`src/rtl/branch_predictor.sv`:
```
// Bimodal branch predictor: a table of 2-bit saturating counters with one-cycle lookup,
// resolution-time update, mispredict/redirect pulse and a saturating mispredict counter.
module branch_predictor #(
  parameter int DATA_WIDTH = 32,
  parameter int ENTRIES    = 16
) (
  input  logic                  i_clk,
  input  logic                  i_rst_n,
  input  logic                  i_fetch_valid,
  input  logic [DATA_WIDTH-1:0] i_fetch_pc,
  output logic                  o_pred_valid,
  output logic                  o_pred_taken,
  output logic [DATA_WIDTH-1:0] o_pred_pc,
  input  logic                  i_res_valid,
  input  logic [DATA_WIDTH-1:0] i_res_pc,
  input  logic                  i_res_take,
  input  logic                  i_res_pred,
  input  logic [DATA_WIDTH-1:0] i_res_target,
  output logic                  o_mispredict,
  output logic [DATA_WIDTH-1:0] o_redirect_pc,
  output logic [15:0]           o_mispredict_cnt
);

  localparam int IW = (ENTRIES > 1) ? $clog2(ENTRIES) : 1;

  logic [1:0]    pht [ENTRIES];
  logic [IW-1:0] fetch_idx;
  logic [IW-1:0] res_idx;
  logic          mispredict;
  logic [1:0]    res_ctr;
  logic [1:0]    res_ctr_next;

  // Word-aligned PCs: bits [1:0] never select an entry.
  assign fetch_idx  = i_fetch_pc[IW+1:2];
  assign res_idx    = i_res_pc[IW+1:2];
  assign mispredict = i_res_valid && (i_res_take != i_res_pred);
  assign res_ctr    = pht[res_idx];

  always_comb begin
    res_ctr_next = res_ctr;
    if (i_res_take && (res_ctr != 2'b11))
      res_ctr_next = res_ctr + 2'd1;
    else if (!i_res_take && (res_ctr != 2'b00))
      res_ctr_next = res_ctr - 2'd1;
  end

  // Lookup reads the table before this edge's update lands (read-before-write).
  always_ff @(posedge i_clk or negedge i_rst_n) begin
    if (!i_rst_n) begin
      for (int i = 0; i < ENTRIES; i++) pht[i] <= 2'b01;
    end else if (i_res_valid) begin
      pht[res_idx] <= res_ctr_next;
    end
  end

  always_ff @(posedge i_clk or negedge i_rst_n) begin
    if (!i_rst_n) begin
      o_pred_valid <= 1'b0;
      o_pred_taken <= 1'b0;
      o_pred_pc    <= '0;
    end else begin
      o_pred_valid <= i_fetch_valid && !mispredict;
      if (i_fetch_valid) begin
        o_pred_taken <= pht[fetch_idx][1];
        o_pred_pc    <= i_fetch_pc;
      end
    end
  end

  always_ff @(posedge i_clk or negedge i_rst_n) begin
    if (!i_rst_n) begin
      o_mispredict     <= 1'b0;
      o_redirect_pc    <= '0;
      o_mispredict_cnt <= '0;
    end else begin
      o_mispredict <= mispredict;
      if (mispredict) begin
        o_redirect_pc <= i_res_take ? i_res_target : i_res_pc + DATA_WIDTH'(4);
        if (o_mispredict_cnt != 16'hFFFF)
          o_mispredict_cnt <= o_mispredict_cnt + 16'd1;
      end
    end
  end

endmodule
```
`config.mk`:
```
export PLATFORM = sky130hd
export DESIGN_NAME = branch_predictor
export DESIGN_NICKNAME = d
export VERILOG_FILES = /design/src/rtl/branch_predictor.sv
export SDC_FILE = /design/constraint.sdc
export NUM_CORES = 1
export LEC_CHECK = 0
export CAP_MARGIN = 15
export CELL_PAD_IN_SITES_DETAIL_PLACEMENT = 1
export CELL_PAD_IN_SITES_GLOBAL_PLACEMENT = 2
export CORE_ASPECT_RATIO = 0.8
export CORE_MARGIN = 1
export CORE_UTILIZATION = 31
export CTS_CLUSTER_SIZE = 16
export DETAILED_ROUTE_END_ITERATION = 10
export GPL_TIMING_DRIVEN = 1
export PLACE_DENSITY_LB_ADDON = 0.1
export SKIP_LAST_GASP = 1
export SYNTH_ARGS = -nofsm -noshare
export SYNTH_HDL_FRONTEND = slang
export SYNTH_SLANG_ARGS = --single-unit
```
`constraint.sdc`:
```
create_clock -name i_clk -period 4.5 [get_ports i_clk]
set_input_delay 0.675 -clock i_clk [delete_from_list [all_inputs] [get_ports i_clk]]
set_output_delay 0.675 -clock i_clk [all_outputs]
set_load 0.01 [all_outputs]
```
== Word level (Yosys, flattened, before mapping) ==
Cells that the tools add are included.
Storage, ports and cells
  flip-flop bits (word level): 115
  bits of input ports: 102
Operators by class
  add/subtract/negate cells: 4
  magnitude comparators: 3
  equality and inequality tests: 3
  multiplexer cells: 12
  bitwise operators: 2
  reductions and logical operators: 9
Operators with widths (count)
  adder 32 x 3 -> 32 bit (second input constant): 1
  bitwise mux 32 bit: 1
  2-to-1 mux 32 bit: 1
  adder 16 x 1 -> 16 bit (second input constant): 1
  binary-select mux 2 bit (select 4 bit): 2
  inequality test 16 bit (second input constant): 1
  2-to-1 mux 2 bit: 7
  >= comparator 5 bit (second input constant): 2
  NOT 4 -> 5 bit: 2
  demux 2 bit (select 4 bit): 1
  logical AND 1 bit: 5
  < comparator 5 x 1 -> 1 bit (second input constant): 1
  adder 2 x 1 -> 2 bit (second input constant): 1
  logical NOT 1 bit: 2
  inequality test 2 bit (second input constant): 1
  AND reduction 2 bit: 1
  nonzero test 2 bit: 1
  subtractor 2 x 1 -> 2 bit (second input constant): 1
  inequality test 1 bit: 1

== Longest topological paths before layout ==
Gate-level depths: netlist (run 1).
  depth in word-level cells: 9
  mapped depth: 13
  depth with buffers taken out: 11

== Worst setup path before layout (run 1) ==
OpenSTA, ideal clock, no wires.
  kind: input to register
  from: input port i_res_pc[2]
  to: register pht[17] (netlist name)
  library setup time: 0.125 ns
  data arrival time: 2.705 ns
  setup slack: 1.671 ns
  stages on the path: 12
  buffers on the path: 2
  cells stage by stage: buf_6 buf_2 mux2i_1 nand3_1 nand3_1 mux2_2 inv_1 ha_1 mux2i_1 o31a_4 o21ai_4 mux2_2
Between the ends
  word-level cells in the longest chain between the ends: 9
RTL lines
  start, declared: RTL line 15  | input logic [DATA_WIDTH-1:0] i_res_pc,
  NOT 4 -> 5 bit (implied by the code) *: RTL line 37, 52
  branches (longest 7 deep; another with subtractor 2 x 1 -> 2 bit)
  bitwise mux 32 bit *: RTL line 52  | pht[res_idx] <= res_ctr_next;
  end signal, assigned by index: RTL line 52
  end, declared: RTL line 26  | logic [1:0] pht [ENTRIES];
Mark *: on every way between the ends. The select of a mux whose other input is x is not followed.
A chain may end at the register's enable or synchronous reset.

== Worst setup path in the final report (run 1) ==
  from: input port i_res_pc[2]
  to: register pht[28] (netlist name)
Same word-level chain as after synthesis.

==> metrics.txt, run 1 <==
# TYPE chip_impl_metric gauge
chip_impl_metric{name="globalRoute.totalOverflow",unit=""} 0
chip_impl_metric{name="antennaDiodeCount",unit=""} 0
chip_impl_metric{name="finalSetupTns",unit="ps"} 0
chip_impl_metric{name="number_of_endpoints_with_negative_hold_slack_in_the_final_report",unit=""} 0
chip_impl_metric{name="setup_viol_count_final",unit=""} 0
chip_impl_metric{name="seq_area_frac_synth",unit=""} 0.503
chip_impl_metric{name="final.fill_count",unit=""} 1982
chip_impl_metric{name="worstSkewPairLatency",unit="ps"} 410
chip_impl_metric{name="synthesized_area_fraction_occupied_by_xor_and_xnor_cells",unit=""} 0.0638
chip_impl_metric{name="final_nets",unit=""} 845
chip_impl_metric{name="cts_hold_repair.buffers",unit=""} 0
chip_impl_metric{name="drive_above_1_share",unit=""} 0.152
chip_impl_metric{name="timing_worst_slew_pin_value",unit="ps"} 911
chip_impl_metric{name="route.vias.total",unit=""} 4871
chip_impl_info{name="setup.worst_path.class",value="in2reg"} 1
chip_impl_metric{name="synth-edff-count",unit=""} 0
chip_impl_metric{name="max_freq",unit="GHz"} 0.293
chip_impl_metric{name="largest_net_degree_at_the_start_of_global_routing",unit=""} 62
chip_impl_metric{name="cts_buf_count",unit=""} 17
chip_impl_info{name="synth_top_cell_by_area",value="sky130_fd_sc_hd__dfrtp_1"} 1
chip_impl_metric{name="ios",unit=""} 185
chip_impl_metric{name="postCtsSetupRepairBufs",unit=""} 0
chip_impl_info{name="ctsRootBufferMaster",value="sky130_fd_sc_hd__clkbuf_16"} 1
chip_impl_info{name="synth_area_leaders",value="sky130_fd_sc_hd__dfrtp_1, sky130_fd_sc_hd__mux2_2, sky130_fd_sc_hd__dfstp_2, sky130_fd_sc_hd__nand2_1, sky130_fd_sc_hd__xor2_1"} 1
chip_impl_metric{name="average_size_of_a_mapped_cell",unit="µm²"} 10.5
chip_impl_metric{name="finalWeightedCongestion",unit=""} 0.756
chip_impl_metric{name="finalWirelength",unit="µm"} 18000
chip_impl_metric{name="seqCellArea",unit="µm²"} 2900
chip_impl_metric{name="first_pass_detailed_route_iteration_total",unit=""} 4
chip_impl_metric{name="port_buffers",unit=""} 184
chip_impl_metric{name="worst_ep_required_time",unit="ps"} 4810
chip_impl_info{name="synth_ff_type",value="sky130_fd_sc_hd__dfrtp_1"} 1
chip_impl_metric{name="fin_crit_sh",unit=""} 0.760
chip_impl_info{name="synth_most_common_cell",value="sky130_fd_sc_hd__dfrtp_1"} 1
chip_impl_metric{name="synth_cell_types",unit=""} 41
chip_impl_metric{name="timing.max_cap.violations",unit=""} 0
chip_impl_metric{name="portion_of_synthesized_cell_area_occupied_by_the_leading_cell_type",unit=""} 0.430
chip_impl_info{name="grt_setup_unrepaired",value="false"} 1
chip_impl_metric{name="cts.htree.levels",unit=""} 4
chip_impl_metric{name="initial_utilization",unit=""} 0.317
chip_impl_info{name="netlist_top_cells_count",value="sky130_fd_sc_hd__dfrtp_1, sky130_fd_sc_hd__nand2_1, sky130_fd_sc_hd__mux2_2, sky130_fd_sc_hd__o21ai_0, sky130_fd_sc_hd__nor2_1"} 1
chip_impl_metric{name="grt_first_pass_wirelength",unit="µm"} 28700
chip_impl_metric{name="core_footprint",unit="µm²"} 18200
chip_impl_metric{name="synth-warning-count",unit=""} 0
chip_impl_metric{name="syn-num-nets",unit=""} 658
chip_impl_info{name="min_delay_path_class",value="in2async"} 1
chip_impl_metric{name="synth_simple_gate_area_share",unit=""} 0.145
chip_impl_metric{name="area_delta_synth_final",unit="%"} 46.9
chip_impl_metric{name="syn-cell-area",unit="µm²"} 5760
chip_impl_metric{name="floorplan.die.width",unit="µm"} 154
chip_impl_metric{name="post_cts.resized_instances",unit=""} 0
chip_impl_metric{name="antenna_found_initial",unit=""} 0
chip_impl_metric{name="clk_path_buf_depth",unit=""} 2
chip_impl_info{name="synth_top_family_by_area",value="multiplexers"} 1
chip_impl_metric{name="hpwlAfterDp",unit="µm"} 13400
chip_impl_metric{name="drc_violations_left",unit=""} 0
chip_impl_metric{name="final-max-slew-violation-count",unit=""} 0
chip_impl_metric{name="clock_skew",unit="ps"} 12.2
chip_impl_metric{name="cts.reportedPaths.clkPinSlew",unit="ps"} 50
chip_impl_metric{name="fin_worst_hold_slack",unit="ps"} 356
chip_impl_metric{name="multiplexer_share_of_the_synthesized_area",unit=""} 0.149
chip_impl_metric{name="clock_sinks",unit=""} 115
chip_impl_metric{name="yosys_register_bits",unit=""} 115
chip_impl_metric{name="number_of_global_route_vias_before_repair",unit=""} 5205
chip_impl_metric{name="vdd_ir_drop_max",unit="mV"} 0.218
chip_impl_metric{name="dr.first_iter.drc_count",unit=""} 155
chip_impl_info{name="status",value="finished clean"} 1
chip_impl_info{name="critical_path.startpoint_type",value="input port"} 1
chip_impl_metric{name="grtUsageTotal",unit=""} 0.196
chip_impl_metric{name="total_leakage_power",unit="nW"} 3.47
chip_impl_metric{name="die_y",unit="µm"} 124
chip_impl_metric{name="floorplan.rows",unit=""} 44
chip_impl_metric{name="antenna_violating_nets_post_route",unit=""} 0
chip_impl_info{name="cts_tree",value="done"} 1
chip_impl_metric{name="die_area",unit="µm²"} 19100
chip_impl_metric{name="crit_fanout",unit=""} 23
chip_impl_metric{name="drt-wirelength-per-cell",unit="µm"} 18.4
chip_impl_metric{name="cp_data_arrival_time",unit="ps"} 3730
chip_impl_metric{name="detail_route.vias_per_cell",unit=""} 4.98
chip_impl_metric{name="yosys.area_share.adder",unit=""} 0.0152
chip_impl_metric{name="compound_gate_fraction_of_synth_area",unit=""} 0.0984
chip_impl_metric{name="power_density",unit="nW/µm²"} 470
chip_impl_metric{name="multi_input_comb_area",unit="µm²"} 2720
chip_impl_metric{name="async_flop_share",unit=""} 1.00
chip_impl_metric{name="post-route-min-period",unit="ps"} 3420
chip_impl_metric{name="maxSlewHeadroom",unit=""} 0.387
chip_impl_info{name="type_of_element_capturing_the_critical_path",value="register"} 1
chip_impl_metric{name="post_synth_inst_count",unit=""} 549
final timing paths:
kind	to	slack [ps]	cells past startpoint	start
hold / removal	o_pred_pc[28]	360	1	i_rst_n
hold reg to reg	o_redirect_pc[22]	480	2	o_redirect_pc[22]
max in group asynchronous	pht[2]	3190	2	i_rst_n
min in group i_clk	o_redirect_pc[22]	480	2	o_redirect_pc[22]
setup reg to reg	pht[28]	1820	7	pht[9]
setup / recovery	pht[28]	1080	9	i_res_pc[2]
routing by layer:
| layer | vias to the layer above | track usage | wire length, µm |
|---|---|---|---|
| met5 | - | 0 | 0 |
| met3 | 18 | 0.0578 | 997 |
| met4 | 0 | 0.0637 | 297 |
| li1 | 2325 | - | - |
| met2 | 131 | 0.298 | 7920 |
| met1 | 2397 | 0.268 | 8760 |
report_power, final:
part	internal, W	total (W)	leakage (nW)	switching [W]
sequential	0.00134	0.00153	1.36	0.000192
clock	0.000914	0.00141	0.295	0.000492
combinational	0.000553	0.00104	1.81	0.000492
total	0.00281	0.00398	3.47	0.00118
kinds of logic after synthesis:
kind of cell             Yosys count
AO/OA/AOI/OAI                     97
XOR/XNOR                          42
adder cells (fa/ha/maj)            7
buffers and inverters             35
flip-flops                       115
multiplexers                      74
AND/OR/NAND/NOR                  179
area by class of cell:
type | count | share of cell area
flip-flops and latches | 115 | 0.342
repair buffers | 194 | 0.226
inverters | 9 | 0.00399
well taps | 230 | 0.0340
clock buffers | 20 | 0.0552
multi-input cells | 399 | 0.321
clock inverters | 11 | 0.0176
critical path, cell delays in order:
cell                              delay, ps
sky130_fd_sc_hd__clkdlybuf4s50_1        470
sky130_fd_sc_hd__buf_4                  340
sky130_fd_sc_hd__mux2i_1                130
sky130_fd_sc_hd__mux4_2                 500
sky130_fd_sc_hd__mux2_2                 290
sky130_fd_sc_hd__ha_1                   200
sky130_fd_sc_hd__mux2i_1                360
sky130_fd_sc_hd__xor2_1                 530
sky130_fd_sc_hd__o21ai_0                210
stage by stage:
step	power (W)	setup WS, ps	cells	utilization	cell area [µm²]
global placement	0.00255	852	947	0.432	7850
CTS	0.00403	1070	978	0.466	8460
global route	0.00422	853	978	0.466	8460
detailed placement	0.00260	645	947	0.432	7850
floorplan	0.00205	1670	549	-	5760
finish	0.00398	1080	978	0.466	8460
placed cells by master (no fill, tap or decap), types with 4 or more instances in the layout:
cell                              Yosys  final
sky130_fd_sc_hd__a21oi_1             25     25
sky130_fd_sc_hd__a22oi_1              4      4
sky130_fd_sc_hd__and3_1              11     11
sky130_fd_sc_hd__buf_4                0     11
sky130_fd_sc_hd__clkbuf_16            0     17
sky130_fd_sc_hd__clkdlybuf4s50_1      0    182
sky130_fd_sc_hd__dfrtp_1             99     99
sky130_fd_sc_hd__dfstp_2             16     16
sky130_fd_sc_hd__ha_1                 7      7
sky130_fd_sc_hd__inv_1                9      9
sky130_fd_sc_hd__mux2_2              46     46
sky130_fd_sc_hd__mux2i_1             23     23
sky130_fd_sc_hd__mux4_2               5      5
sky130_fd_sc_hd__nand2_1             76     76
sky130_fd_sc_hd__nand3_1             22     22
sky130_fd_sc_hd__nand4_1             16     16
sky130_fd_sc_hd__nor2_1              30     30
sky130_fd_sc_hd__nor3_1               8      8
sky130_fd_sc_hd__o21ai_0             42     42
sky130_fd_sc_hd__o22ai_1             16     16
sky130_fd_sc_hd__xnor2_1             15     15
sky130_fd_sc_hd__xor2_1              27     27
registers in the layout (all words and copies together) (netlist names):
| register | cells |
|---|---|
| o_mispredict | 1 |
| o_redirect_pc | 32 |
| pht | 32 |
| o_pred_valid | 1 |
| o_mispredict_cnt | 16 |
| o_pred_pc | 32 |
| o_pred_taken | 1 |
No activity file was read; power rests on OpenSTA's default activity.
==> run 2, diff against run 1 <==
--- a/config.mk
+++ b/config.mk
@@ -10,7 +10,7 @@
 export CELL_PAD_IN_SITES_GLOBAL_PLACEMENT = 2
 export CORE_ASPECT_RATIO = 0.8
 export CORE_MARGIN = 1
-export CORE_UTILIZATION = 31
+export CORE_UTILIZATION = 26
 export CTS_CLUSTER_SIZE = 16
 export DETAILED_ROUTE_END_ITERATION = 10
 export GPL_TIMING_DRIVEN = 1
==> constraint.sdc (replaced) <==
create_clock -name i_clk -period 2.9 [get_ports i_clk]
set_input_delay 0.435 -clock i_clk [delete_from_list [all_inputs] [get_ports i_clk]]
set_output_delay 0.435 -clock i_clk [all_outputs]
set_load 0.01 [all_outputs]
==> run 2 against run 1 <==
Against the previous run: via count increased by 1.4%; cell area up 2.4%; sequential power rose by 56%; critical endpoint is now pht[5]; core utilization decreased by 6.5 points; die area grew 19%; critical path type unchanged; critical path depth increased by 4; highest routed layer unchanged.
==> metrics.txt, run 2 (synthesized netlist as in run 1, its figures left out) <==
# TYPE chip_impl_metric gauge
chip_impl_metric{name="final-max-slew-violation-count",unit=""} 0
chip_impl_metric{name="total_leakage_power",unit="nW"} 3.56
chip_impl_metric{name="final.fill_count",unit=""} 2405
chip_impl_metric{name="clock_sinks",unit=""} 115
chip_impl_info{name="commonest_non_fill_non_tap_cells_in_the_layout",value="sky130_fd_sc_hd__clkdlybuf4s50_1, sky130_fd_sc_hd__dfrtp_1, sky130_fd_sc_hd__nand2_1"} 1
chip_impl_metric{name="worst-path-stages",unit=""} 13
chip_impl_metric{name="postCtsSetupRepairBufs",unit=""} 0
chip_impl_metric{name="core_footprint",unit="µm²"} 21600
chip_impl_metric{name="initial_utilization",unit=""} 0.266
chip_impl_metric{name="vdd_ir_drop_max",unit="mV"} 0.381
chip_impl_metric{name="antennaDiodeCount",unit=""} 0
chip_impl_info{name="cts_tree",value="done"} 1
chip_impl_metric{name="dr.first_iter.drc_count",unit=""} 244
chip_impl_metric{name="port_buffers",unit=""} 184
chip_impl_metric{name="grtUsageTotal",unit=""} 0.176
chip_impl_metric{name="fin_crit_sh",unit=""} 0.954
chip_impl_metric{name="hpwlAfterDp",unit="µm"} 14700
chip_impl_metric{name="post_cts.resized_instances",unit=""} 0
chip_impl_metric{name="fin_worst_hold_slack",unit="ps"} 81.3
chip_impl_info{name="timing.rr.start",value="pht[13]"} 1
chip_impl_metric{name="number_of_endpoints_with_negative_hold_slack_in_the_final_report",unit=""} 0
chip_impl_info{name="r2r_end",value="pht[5]"} 1
chip_impl_metric{name="met3RoutedLength",unit="µm"} 864
chip_impl_metric{name="highest_cell_delay_on_the_worst_timing_path",unit="ps"} 450
chip_impl_metric{name="max_freq",unit="GHz"} 0.361
chip_impl_metric{name="area_delta_synth_final",unit="%"} 50.3
chip_impl_metric{name="timing.critical_path.buf_inv",unit=""} 3
chip_impl_metric{name="clk_path_buf_depth",unit=""} 2
chip_impl_metric{name="post-route-min-period",unit="ps"} 2770
chip_impl_metric{name="drive_above_1_share",unit=""} 0.180
chip_impl_metric{name="die_area",unit="µm²"} 22800
chip_impl_metric{name="worst_ep_required_time",unit="ps"} 3190
chip_impl_metric{name="largest_net_degree_at_the_start_of_global_routing",unit=""} 55
chip_impl_metric{name="globalRoute.totalOverflow",unit=""} 0
chip_impl_metric{name="cts.reportedPaths.clkPinSlew",unit="ps"} 60
chip_impl_metric{name="crit_fanout",unit=""} 12
chip_impl_info{name="critical_path.startpoint_type",value="input port"} 1
chip_impl_info{name="cp_cell_sequence",value="clkdlybuf4s50_1, buf_4, buf_12, mux2i_1, a22oi_1, nand3_1, mux2_2, ha_1, nor3_1, a31oi_1, o31a_4, o21ai_4, mux2_2"} 1
chip_impl_metric{name="wl_met1",unit="µm"} 9730
chip_impl_info{name="min_delay_path_class",value="in2async"} 1
chip_impl_metric{name="cts_buf_count",unit=""} 17
chip_impl_info{name="setup.worst_path.class",value="in2reg"} 1
chip_impl_info{name="top_flop_regs",value="o_pred_pc x32, o_redirect_pc x32, pht x32"} 1
chip_impl_metric{name="first_pass_detailed_route_iteration_total",unit=""} 4
chip_impl_metric{name="grt_first_pass_wirelength",unit="µm"} 30700
chip_impl_metric{name="cp_data_arrival_time",unit="ps"} 3060
chip_impl_metric{name="antenna_found_initial",unit=""} 0
chip_impl_metric{name="cts_hold_repair.buffers",unit=""} 0
chip_impl_info{name="crit_path_top_delay_cell",value="sky130_fd_sc_hd__clkdlybuf4s50_1"} 1
chip_impl_metric{name="finalWirelength",unit="µm"} 19100
chip_impl_metric{name="timing.reg2reg.worst_path_depth",unit=""} 9
chip_impl_metric{name="final_nets",unit=""} 868
chip_impl_info{name="critical_path.most_common_cell",value="sky130_fd_sc_hd__mux2_2"} 1
chip_impl_metric{name="number_of_global_route_vias_before_repair",unit=""} 5313
chip_impl_metric{name="finalWeightedCongestion",unit=""} 0.754
chip_impl_info{name="path_delay_family",value="buffers and inverters"} 1
chip_impl_metric{name="worstSkewPairLatency",unit="ps"} 410
chip_impl_info{name="status",value="finished clean"} 1
chip_impl_info{name="highest_layer",value="met4"} 1
chip_impl_info{name="grt_setup_unrepaired",value="false"} 1
chip_impl_info{name="timing.critical_path.from",value="i_res_pc[2]"} 1
chip_impl_info{name="setup.worst_path.end",value="pht[5]"} 1
chip_impl_metric{name="die_y",unit="µm"} 135
chip_impl_info{name="type_of_element_capturing_the_critical_path",value="register"} 1
chip_impl_metric{name="timing.max_cap.violations",unit=""} 0
chip_impl_metric{name="setup_viol_count_final",unit=""} 0
chip_impl_metric{name="worst-r2r-setup-slack",unit="ps"} 410
chip_impl_metric{name="maxSlewHeadroom",unit=""} 0.503
chip_impl_metric{name="antenna_violating_nets_post_route",unit=""} 0
chip_impl_metric{name="ios",unit=""} 185
chip_impl_info{name="commonest_non_fill_non_tap_cell_in_the_layout",value="sky130_fd_sc_hd__clkdlybuf4s50_1"} 1
chip_impl_metric{name="detail_route.vias_per_cell",unit=""} 4.72
chip_impl_metric{name="pnr_total_power",unit="W"} 0.00610
chip_impl_metric{name="power_density",unit="nW/µm²"} 705
chip_impl_metric{name="timing_worst_slew_pin_value",unit="ps"} 746
chip_impl_metric{name="floorplan.die.width",unit="µm"} 168
chip_impl_metric{name="dr_wl_met2",unit="µm"} 8440
chip_impl_metric{name="cts.htree.levels",unit=""} 4
chip_impl_metric{name="clock_skew",unit="ps"} 10.1
chip_impl_metric{name="floorplan.rows",unit=""} 48
chip_impl_metric{name="drc_violations_left",unit=""} 0
chip_impl_metric{name="route.vias.total",unit=""} 4937
chip_impl_info{name="ctsRootBufferMaster",value="sky130_fd_sc_hd__clkbuf_16"} 1
chip_impl_metric{name="drt-wirelength-per-cell",unit="µm"} 18.3
==> run 2: worst min-delay path by stage <==
stage | startpoint | to | cells after the start
final | i_rst_n | o_pred_pc[11] | 1
after global routing | i_rst_n | o_pred_pc[11] | 1
after CTS | i_rst_n | o_pred_pc[11] | 1
after detailed placement | o_redirect_pc[6] | o_redirect_pc[6] | 2
after global placement | o_redirect_pc[9] | o_redirect_pc[9] | 2
after floorplan | i_rst_n | o_mispredict | 0
==> run 2: worst register-to-register path: cells and delay by family, from the launching register on <==
kind            cells  cell delay, ps
flops               1             380
fa+ha+maj           1             300
compound gates      3             470
simple gates        1              50
mux                 4            1160
==> run 2: layer usage <==
| metal | global-route usage | vias to the layer above |
|---|---|---|
| li1 | - | 2369 |
| met1 | 0.250 | 2438 |
| met4 | 0.0338 | 0 |
| met5 | 0 | - |
| met3 | 0.0479 | 4 |
| met2 | 0.269 | 126 |
==> run 2: area by class of cell <==
class / count / area (µm²) / share of cell area
multi-input combinational: 399 / 2720 / 0.314
clock inverter: 14 / 119 / 0.0137
timing repair buffer: 217 / 2110 / 0.243
clock buffer: 18 / 439 / 0.0507
sequential: 115 / 2900 / 0.335
tap: 275 / 344 / 0.0397
inverter: 9 / 33.8 / 0.00390
==> run 2: metrics by stage <==
step | utilization | worst slack [ps] | cells | TNS [ps] | area, µm²
after global placement | 0.375 | -237 | 1015 | -4960 | 8100
final | 0.401 | 134 | 1047 | 0 | 8660
after CTS | 0.400 | 126 | 1047 | 0 | 8660
after detailed placement | 0.375 | -326 | 1015 | -7640 | 8100
after global routing | 0.401 | 30.1 | 1047 | 0 | 8660
after floorplan | - | 311 | 549 | 0 | 5760
==> run 2: where the power goes <==
part | switching [W] | leakage, nW | internal [W] | total (W)
Clock | 0.000861 | 0.264 | 0.00114 | 0.00200
Sequential | 0.000305 | 1.36 | 0.00208 | 0.00238
Combinational | 0.000783 | 1.93 | 0.000939 | 0.00172
Total | 0.00195 | 3.56 | 0.00415 | 0.00610
